[src/rtl/peridot_phy_rxd.sv]
// UART receiver PHY: 8N1 deframing (LSB first) into an Avalon-ST source with a one-entry buffer.
// Optional PERIDOT_PHY_RXD_MAJORITY_EN: 2-of-3 majority sampling around each bit centre.
module peridot_phy_rxd #(
  parameter int CLOCK_FREQUENCY = 50000000,
  parameter int UART_BAUDRATE   = 115200
) (
  input  logic       clock_sig,
  input  logic       reset_sig,
  input  logic       out_ready,
  output logic       out_valid,
  output logic [7:0] out_data,
  output logic       out_error,
  output logic       out_overrun,
  input  logic       rxd
);

  localparam int          DIV_FULL = CLOCK_FREQUENCY / UART_BAUDRATE - 1;
  localparam logic [11:0] DIVNUM   = DIV_FULL[11:0];
  localparam logic [11:0] HALFNUM  = {1'b0, DIVNUM[11:1]};

  localparam logic [1:0] ST_IDLE  = 2'd0;
  localparam logic [1:0] ST_START = 2'd1;
  localparam logic [1:0] ST_DATA  = 2'd2;
  localparam logic [1:0] ST_STOP  = 2'd3;

  logic        sync1_q, sync1_d;
  logic        sync2_q, sync2_d;
  logic [1:0]  state_q, state_d;
  logic        armed_q, armed_d;
  logic [11:0] divcount_q, divcount_d;
  logic [3:0]  bitcount_q, bitcount_d;
  logic [7:0]  shift_q, shift_d;
  logic        out_valid_q, out_valid_d;
  logic [7:0]  out_data_q, out_data_d;
  logic        out_error_q, out_error_d;
  logic        out_overrun_q, out_overrun_d;

  logic rxd_s;
  logic at_zero;
  logic sample_tick;
  logic sample_val;
  logic complete;

`ifdef PERIDOT_PHY_RXD_MAJORITY_EN
  logic maj_s1_q, maj_s1_d;
  logic maj_s0_q, maj_s0_d;
  logic maj_pend_q, maj_pend_d;
`endif

  assign rxd_s   = sync2_q;
  assign at_zero = (divcount_q == 12'd0);

  // NOTE: every _d gets a default at the top of the block so no path can infer a latch.
  always_comb begin
    sync1_d       = rxd;
    sync2_d       = sync1_q;
    state_d       = state_q;
    armed_d       = armed_q;
    divcount_d    = divcount_q;
    bitcount_d    = bitcount_q;
    shift_d       = shift_q;
    out_valid_d   = out_valid_q;
    out_data_d    = out_data_q;
    out_error_d   = out_error_q;
    out_overrun_d = 1'b0;
    complete      = 1'b0;

    if (state_q != ST_IDLE) begin
      divcount_d = at_zero ? DIVNUM : divcount_q - 12'd1;
    end

`ifdef PERIDOT_PHY_RXD_MAJORITY_EN
    // Votes are gathered at divcount 1 and 0; the third vote is the live line one cycle later.
    maj_s1_d   = maj_s1_q;
    maj_s0_d   = maj_s0_q;
    maj_pend_d = (state_q != ST_IDLE) && at_zero;
    if ((state_q != ST_IDLE) && (divcount_q == 12'd1)) maj_s1_d = rxd_s;
    if ((state_q != ST_IDLE) && at_zero)               maj_s0_d = rxd_s;
    sample_tick = maj_pend_q;
    sample_val  = (maj_s1_q & maj_s0_q) | (maj_s1_q & rxd_s) | (maj_s0_q & rxd_s);
`else
    sample_tick = (state_q != ST_IDLE) && at_zero;
    sample_val  = rxd_s;
`endif

    case (state_q)
      ST_IDLE: begin
        // A start is only accepted after the line has been seen high.
        if (armed_q && !rxd_s) begin
          divcount_d = HALFNUM;
          armed_d    = 1'b0;
          state_d    = ST_START;
        end else if (rxd_s) begin
          armed_d = 1'b1;
        end
      end
      ST_START: begin
        if (sample_tick) begin
          if (sample_val) begin
            state_d = ST_IDLE;
          end else begin
            bitcount_d = 4'd8;
            state_d    = ST_DATA;
          end
        end
      end
      ST_DATA: begin
        if (sample_tick) begin
          shift_d    = {sample_val, shift_q[7:1]};
          bitcount_d = bitcount_q - 4'd1;
          if (bitcount_q == 4'd1) state_d = ST_STOP;
        end
      end
      ST_STOP: begin
        // Back to IDLE at the stop-bit centre so a following start edge is caught in time.
        if (sample_tick) begin
          complete = 1'b1;
          state_d  = ST_IDLE;
        end
      end
      default: state_d = ST_IDLE;
    endcase

    if (complete) begin
      if (!out_valid_q || out_ready) begin
        out_valid_d = 1'b1;
        out_data_d  = shift_q;
        out_error_d = ~sample_val;
      end else begin
        out_overrun_d = 1'b1;
      end
    end else if (out_valid_q && out_ready) begin
      out_valid_d = 1'b0;
    end
  end

  // NOTE: state registers use non-blocking assignments so all flops update from pre-edge values.
  always_ff @(posedge clock_sig or posedge reset_sig) begin
    if (reset_sig) begin
      sync1_q       <= 1'b1;
      sync2_q       <= 1'b1;
      state_q       <= ST_IDLE;
      armed_q       <= 1'b0;
      divcount_q    <= 12'd0;
      bitcount_q    <= 4'd0;
      shift_q       <= 8'h00;
      out_valid_q   <= 1'b0;
      out_data_q    <= 8'h00;
      out_error_q   <= 1'b0;
      out_overrun_q <= 1'b0;
    end else begin
      sync1_q       <= sync1_d;
      sync2_q       <= sync2_d;
      state_q       <= state_d;
      armed_q       <= armed_d;
      divcount_q    <= divcount_d;
      bitcount_q    <= bitcount_d;
      shift_q       <= shift_d;
      out_valid_q   <= out_valid_d;
      out_data_q    <= out_data_d;
      out_error_q   <= out_error_d;
      out_overrun_q <= out_overrun_d;
    end
  end

`ifdef PERIDOT_PHY_RXD_MAJORITY_EN
  always_ff @(posedge clock_sig or posedge reset_sig) begin
    if (reset_sig) begin
      maj_s1_q   <= 1'b1;
      maj_s0_q   <= 1'b1;
      maj_pend_q <= 1'b0;
    end else begin
      maj_s1_q   <= maj_s1_d;
      maj_s0_q   <= maj_s0_d;
      maj_pend_q <= maj_pend_d;
    end
  end
`endif

  assign out_valid   = out_valid_q;
  assign out_data    = out_data_q;
  assign out_error   = out_error_q;
  assign out_overrun = out_overrun_q;

endmodule

[config.mk]
export PLATFORM = sky130hd
export DESIGN_NAME = peridot_phy_rxd
export DESIGN_NICKNAME = d
export VERILOG_FILES = /design/src/rtl/peridot_phy_rxd.sv
export SDC_FILE = /design/constraint.sdc
export NUM_CORES = 1
export LEC_CHECK = 0
export ABC_AREA = 1
export CORE_MARGIN = 1
export CORE_UTILIZATION = 50
export CTS_CLUSTER_DIAMETER = 150
export CTS_CLUSTER_SIZE = 14
export DETAILED_ROUTE_END_ITERATION = 16
export PLACE_DENSITY = 0.77
export REMOVE_ABC_BUFFERS = 1
export SYNTH_ARGS = -nofsm -noshare
export SYNTH_HDL_FRONTEND = slang
export SYNTH_SLANG_ARGS = --single-unit
[constraint.sdc]
create_clock -name clock_sig -period 1.4 [get_ports clock_sig]
set_input_delay 0.21 -clock clock_sig [delete_from_list [all_inputs] [get_ports clock_sig]]
set_output_delay 0.21 -clock clock_sig [all_outputs]
set_load 0.1 [all_outputs]
# ---- After elaboration in Yosys (flattened, before gate mapping)
# Cells that the tools add are included.
# Widths: inputs -> output; s select.
dict set report totals {
  ramBits 0
  out_inout_bits 11
  input_bits 4
  n_memories 0
  rom_bits 0
  word_cells 67
  latch_bits 0
  ff_bits 40
}
dict set report classes {
  addsub 2
  multipliers 0
  n_reduce_logical 18
  muxes 24
  magnitude_cmp 0
  n_div 0
  bitwise_logic 1
  shift 0
  n_eq_ne 11
}
# operator n
set op_table {}
lappend op_table {{$mux 12} 4}
lappend op_table {{$logic_not 12->1} 1}
lappend op_table {{$mux 2} 6}
lappend op_table {{$mux 4} 3}
lappend op_table {{$ne 2x2->1 const B} 6}
lappend op_table {{$sub 12x1->12 const B} 1}
lappend op_table {{$mux 1} 9}
lappend op_table {{$pmux 2 s4} 1}
lappend op_table {{$pmux 4 s2} 1}
lappend op_table {{$reduce_and 2->1} 4}
lappend op_table {{$reduce_bool 2->1} 4}
lappend op_table {{$reduce_and 5->1} 1}
lappend op_table {{$eq 2x2->1 const B} 2}
lappend op_table {{$eq 4x1->1 const B} 1}
lappend op_table {{$reduce_and 4->1} 1}
lappend op_table {{$sub 4x1->4 const B} 1}
lappend op_table {{$logic_and 1x1->1} 3}
lappend op_table {{$eq 2x1->1 const B} 1}
lappend op_table {{$logic_not 1->1} 2}
lappend op_table {{$logic_not 2->1} 1}
lappend op_table {{$ne 2x1->1 const B} 1}
lappend op_table {{$logic_or 1x1->1} 1}
lappend op_table {{$not 1->1} 1}

# ---- Longest topological paths before layout
dict set report depth {
  ltp_word 6
  mapped_depth 10
  mapped_depth_nobuf 10
}

# ---- Worst setup path after synthesis
# Ideal clock, no wire load.
dict set report synth_path {
  kind {register -> register}
  startpoint {reg out_valid_q, in the netlist out_valid}
  endpoint {reg out_data_q[0], in the netlist out_data[0]}
  t_required_ns 1.283
  arrival_time_ns 1.596
  setup_time_ns 0.117
  period_less_slack_ns 1.713
  stages_incl_launch_ff 7
  path_slack_ns -0.313
  cell_sequence {dfrtp_1 -> nand2_1 -> nand4_4 -> buf_6 -> nand2_2 -> inv_1 -> nor2_1}
}
dict set report synth_via {
  elab_chain_len 3
}
# item line_no
set synth_lines {}
lappend synth_lines {{start, declared} 33} ;# logic out_valid_q, out_valid_d;
lappend synth_lines {{start signal, assigned} 159} ;# out_valid_q <= out_valid_d;
lappend synth_lines {{$logic_not 1->1} 125} ;# if (!out_valid_q || out_ready) begin
lappend synth_lines {{$logic_or 1x1->1} 125}
lappend synth_lines {{$reduce_and 2->1 (no source line)} n/a}
lappend synth_lines {{end signal, assigned} 160} ;# out_data_q <= out_data_d;
lappend synth_lines {{end, declared} 34} ;# logic [7:0] out_data_q, out_data_d;
# No other way between the ends.
# A chain may end at the register's enable or synchronous reset.

# ---- Worst setup path after layout
dict set report layout_path {
  startpoint {reg divcount_q[1]}
  endpoint {reg state_q[0]}
}
dict set report layout_via {
  elab_chain_len 4
  word_cells_on_any_way 6
}
# item line_no
set layout_lines {}
lappend layout_lines {{start, declared} 30} ;# logic [11:0] divcount_q, divcount_d;
lappend layout_lines {{start signal, assigned} 156} ;# divcount_q <= divcount_d;
lappend layout_lines {{$logic_not 12->1 (*)} 51} ;# assign at_zero = (divcount_q == 12'd0);
lappend layout_lines {{$logic_and 1x1->1 (*)} 82} ;# sample_tick = (state_q != ST_IDLE) && at_zero;
lappend layout_lines {{$ne 2x2->1 (no source line)} n/a}
lappend layout_lines {{$reduce_and 5->1 (no source line) (*)} n/a}
lappend layout_lines {{end signal, assigned} 154} ;# state_q <= state_d;
lappend layout_lines {{end, declared} 28} ;# logic [1:0] state_q, state_d;
# Mark *: on every way between the ends. The rest lies on a longest branch, timed or not.

==> reports/metrics.csv <==
stage,metric,value,unit
run_status,status,"finished, violations left",
run_status,failed_checks,setup timing,
clock_network,cts_buffers,5,
yosys,synth_most_common_cell,inv_1,
clock_network,tritoncts,done,
yosys,synth_seq_cells,40,
worst_setup_path,start_kind,flip-flop,
yosys,synth-warning-count,0,
detailed_routing,dr.pass1.iters,4,
yosys,synthArstFlopShare,100,%
yosys,ys_seq_area_share,48.9,%
worst_setup_path,r2r_cells,9,
clock_network,cts.clk_slew.worst_paths,0.08,ns
die,fp.dieH,66.1,um
detailed_routing,routed_wl,5700,um
die,initial_utilization,54.1,%
detailed_routing,wl_per_cell,15.8,um
grt,grt_pass1_wl,8760,um
worst_setup_path,crit_type,reg2reg,
placement,gp_congestion,0.865,
die,placementRows,22,
grt,grt_max_degree,41,
worst_setup_path,cp.buffers_inverters,1,
die,die_x,66.1,um
power_and_ir_drop,p_total,3.93,mW
layout,area_delta_synth_final,45.4,%
yosys,synthFlopType,dfrtp_1,
worst_setup_path,cp.required,1.59,ns
timing,fin_crit_sh,114,%
yosys,synth_edf_count,0,
grt,grt_pass1_vias,1903,
grt,grt_usage,27.5,%
worst_setup_path,path_delay_family,simple AND/OR/NAND/NOR gates,
detailed_routing,drt_iter0_drc,147,
timing,slew_violations,0,
timing,max-slew-margin-rel,69.1,%
run,cap_violations,0,
grt,overflow,0,
yosys,yosys-top-cells-count,"60 x inv_1, 48 x nand2_1, 39 x nor2_1",
layout,drive_gt1_share,36.7,%
placement,hpwl,3060,um
yosys,synth_top_area_share,46.3,%
clock_network,clk_latency,0.30,ns
timing,fin_tns_setup,-3.78,ns
worst_setup_path,crit_top_cell,nor2_4,
timing,tightestPinTransition,0.462,ns
clock_network,cts.sinks,40,
power_and_ir_drop,p_per_area,1320,mW/mm^2
worst_setup_path,rrSetupSlack,-0.19,ns
timing,fin_ws,-0.190,ns
die,dieArea,0.00437,sq mm
layout,diodes,0,
worst_setup_path,cp_max_fo,6,
worst_setup_path,endpoint_kind,flip-flop,
detailed_routing,vias,1895,
worst_setup_path,cp.arrival,1.78,ns
yosys,yosys-top-cells-area,"dfrtp_1 46%, inv_1 11%, nand2_1 8.8%, nor2_1 7.1%, o21ai_0 4.1%",
layout,nets,320,
worst_setup_path,critPathSlowestCell,dfrtp_1,
layout,final_cells,361,
timing,period_minus_slack,1.59,ns
timing,fmax,629,MHz
clock_network,root_buffer,clkbuf_8,
worst_setup_path,reg2reg_to,state_q[0],
detailed_routing,drtAntennaViolNets,0,
clock_network,htree_levels,2,
yosys,ys_types,25,
clock_network,cts_buffer_depth,2,
power_and_ir_drop,irDropWorstVdd,1.14,mV
yosys,yosysTopAreaCell,dfrtp_1,
worst_setup_path,crit_chain,inv_2 > ha_4 > nand2_4 > nor2_4 > nand2_2 > nor2_4 > nor2_1 > o21ai_1 > nand2_1,
detailed_routing,drcViolationCount,0,
die,ios,15,
placement,numPortBuffers,14,
timing,rsz0062_at_grt,true,
placement,dp_cells,341,
die,core-area,0.00380,sq mm
power_and_ir_drop,p_leak,1.60,nW
timing,timing_hold_violations_final,0,
yosys,avgSynthCellArea,7.96,sq um
yosys,synth_area,0.00205,sq mm
timing,finalClockSkew,0.00811,ns
timing,setup_violations,36,
detailed_routing,via_per_inst,5.25,
worst_setup_path,slowest_delay,0.40,ns
grt,antenna_found_initial,0,
yosys,syn_inst,258,
layout,fillers,206,
worst_setup_path,r2r-start,divcount_q[1],
hold_path,worstHoldPathType,in2async,
flip-flops by register name, summed over array words and instances (netlist names), named ones only:
signal	flops
out_valid	1
out_error	1
out_overrun	1
divcount_q	12
shift_q	8
bitcount_q	4
rxd_s	1
out_data	8
armed_q	1
sync1_q	1
state_q	1
final cells by class:
type | count | area (sq um) | area share [%]
clock inverter | 2 | 12.5 | 0.419
multi-input combinational | 159 | 1060 | 35.7
tap | 48 | 60.1 | 2.01
clock buffer | 6 | 72.6 | 2.43
sequential | 40 | 1000 | 33.7
timing repair buffer | 45 | 539 | 18.1
inverter | 61 | 231 | 7.75
routing by layer:
layer,track usage [%],vias up,wire length (um)
met4,14.4,0,162
li1,-,896,-
met2,45.3,63,2920
met5,0,-,0
met3,7.41,16,244
met1,32.7,920,2370
cell families (layout without fill, tap and decap cells):
logic type / count (synthesis) / count (layout) / synth area share (%)
compound gates: 23 / 23 / 5.85
flops: 40 / 40 / 48.9
fa+ha+maj: 4 / 4 / 2.44
simple gates: 125 / 128 / 29.4
buf+inv: 62 / 114 / 11.7
xor+xnor: 4 / 4 / 1.71
where the power goes:
part | switching, mW | leakage [nW] | total, mW | internal [mW]
Sequential | 0.114 | 0.477 | 1.43 | 1.31
Combinational | 1.02 | 1.08 | 1.73 | 0.711
Clock | 0.418 | 0.0412 | 0.767 | 0.348
cell usage in the layout (no fill, tap or decap), types with 2 or more instances in the layout:
| cell type | instances |
|---|---|
| inv_1 | 55 |
| nand2_1 | 40 |
| dfrtp_1 | 37 |
| buf_4 | 23 |
| nor2_1 | 21 |
| nor2_2 | 17 |
| buf_12 | 14 |
| nand3_1 | 10 |
| o21ai_1 | 9 |
| nor2_4 | 8 |
| nand2_2 | 8 |
| nand2_4 | 6 |
| inv_2 | 5 |
| o21ai_0 | 5 |
| clkbuf_8 | 5 |
| buf_6 | 5 |
| nand4_1 | 4 |
| nand3_2 | 4 |
| nand4_4 | 4 |
| xor2_1 | 3 |
| o21ai_2 | 3 |
| clkdlybuf4s50_1 | 3 |
| nand3_4 | 2 |
| o22ai_1 | 2 |
| nor3_1 | 2 |
| a21oi_2 | 2 |
| ha_4 | 2 |
| ha_1 | 2 |
| dfstp_2 | 2 |
repair_timing:
item | 4_1_cts | 5_1_grt
setup buffers | 5 | 4
setup endpoints to repair | 36 | 37
hold buffers | 0 | 0
gates resized for setup | 40 | 38
cloned | 3 | 0
pin swaps | 16 | 17
worst reg2reg max path, stage by stage, from the launching register on:
cell	delay (ns)
dfrtp_1	0.40
inv_2	0.09
ha_4	0.18
nand2_4	0.06
nor2_4	0.12
nand2_2	0.07
nor2_4	0.22
nor2_1	0.10
o21ai_1	0.18
nand2_1	0.07
through the flow:
| stage | setup WS (ns) | hold slack [ns] | utilization (%) | instance area (sq um) |
|---|---|---|---|---|
| 2_1_floorplan | -0.256 | 0.214 | - | 2040 |
| 3_3_place_gp | -0.0932 | 0.347 | 66.6 | 2530 |
| 3_5_place_dp | -0.210 | 0.356 | 66.6 | 2530 |
| 4_1_cts | -0.124 | 0.274 | 74.9 | 2840 |
| 5_1_grt | -0.260 | 0.306 | 78.6 | 2990 |
| 6_report | -0.190 | 0.262 | 78.6 | 2990 |
worst max-delay path by stage:
stage / from / endpoint / cells past startpoint
floorplan: out_valid / out_data[1] / 5
global placement: divcount_q[1] / shift_q[7] / 7
global route: divcount_q[1] / state_q[0] / 9
CTS: divcount_q[1] / shift_q[4] / 9
detailed placement: divcount_q[1] / shift_q[1] / 7
finish: divcount_q[1] / state_q[0] / 9
Power figures use the tool's default switching activity.
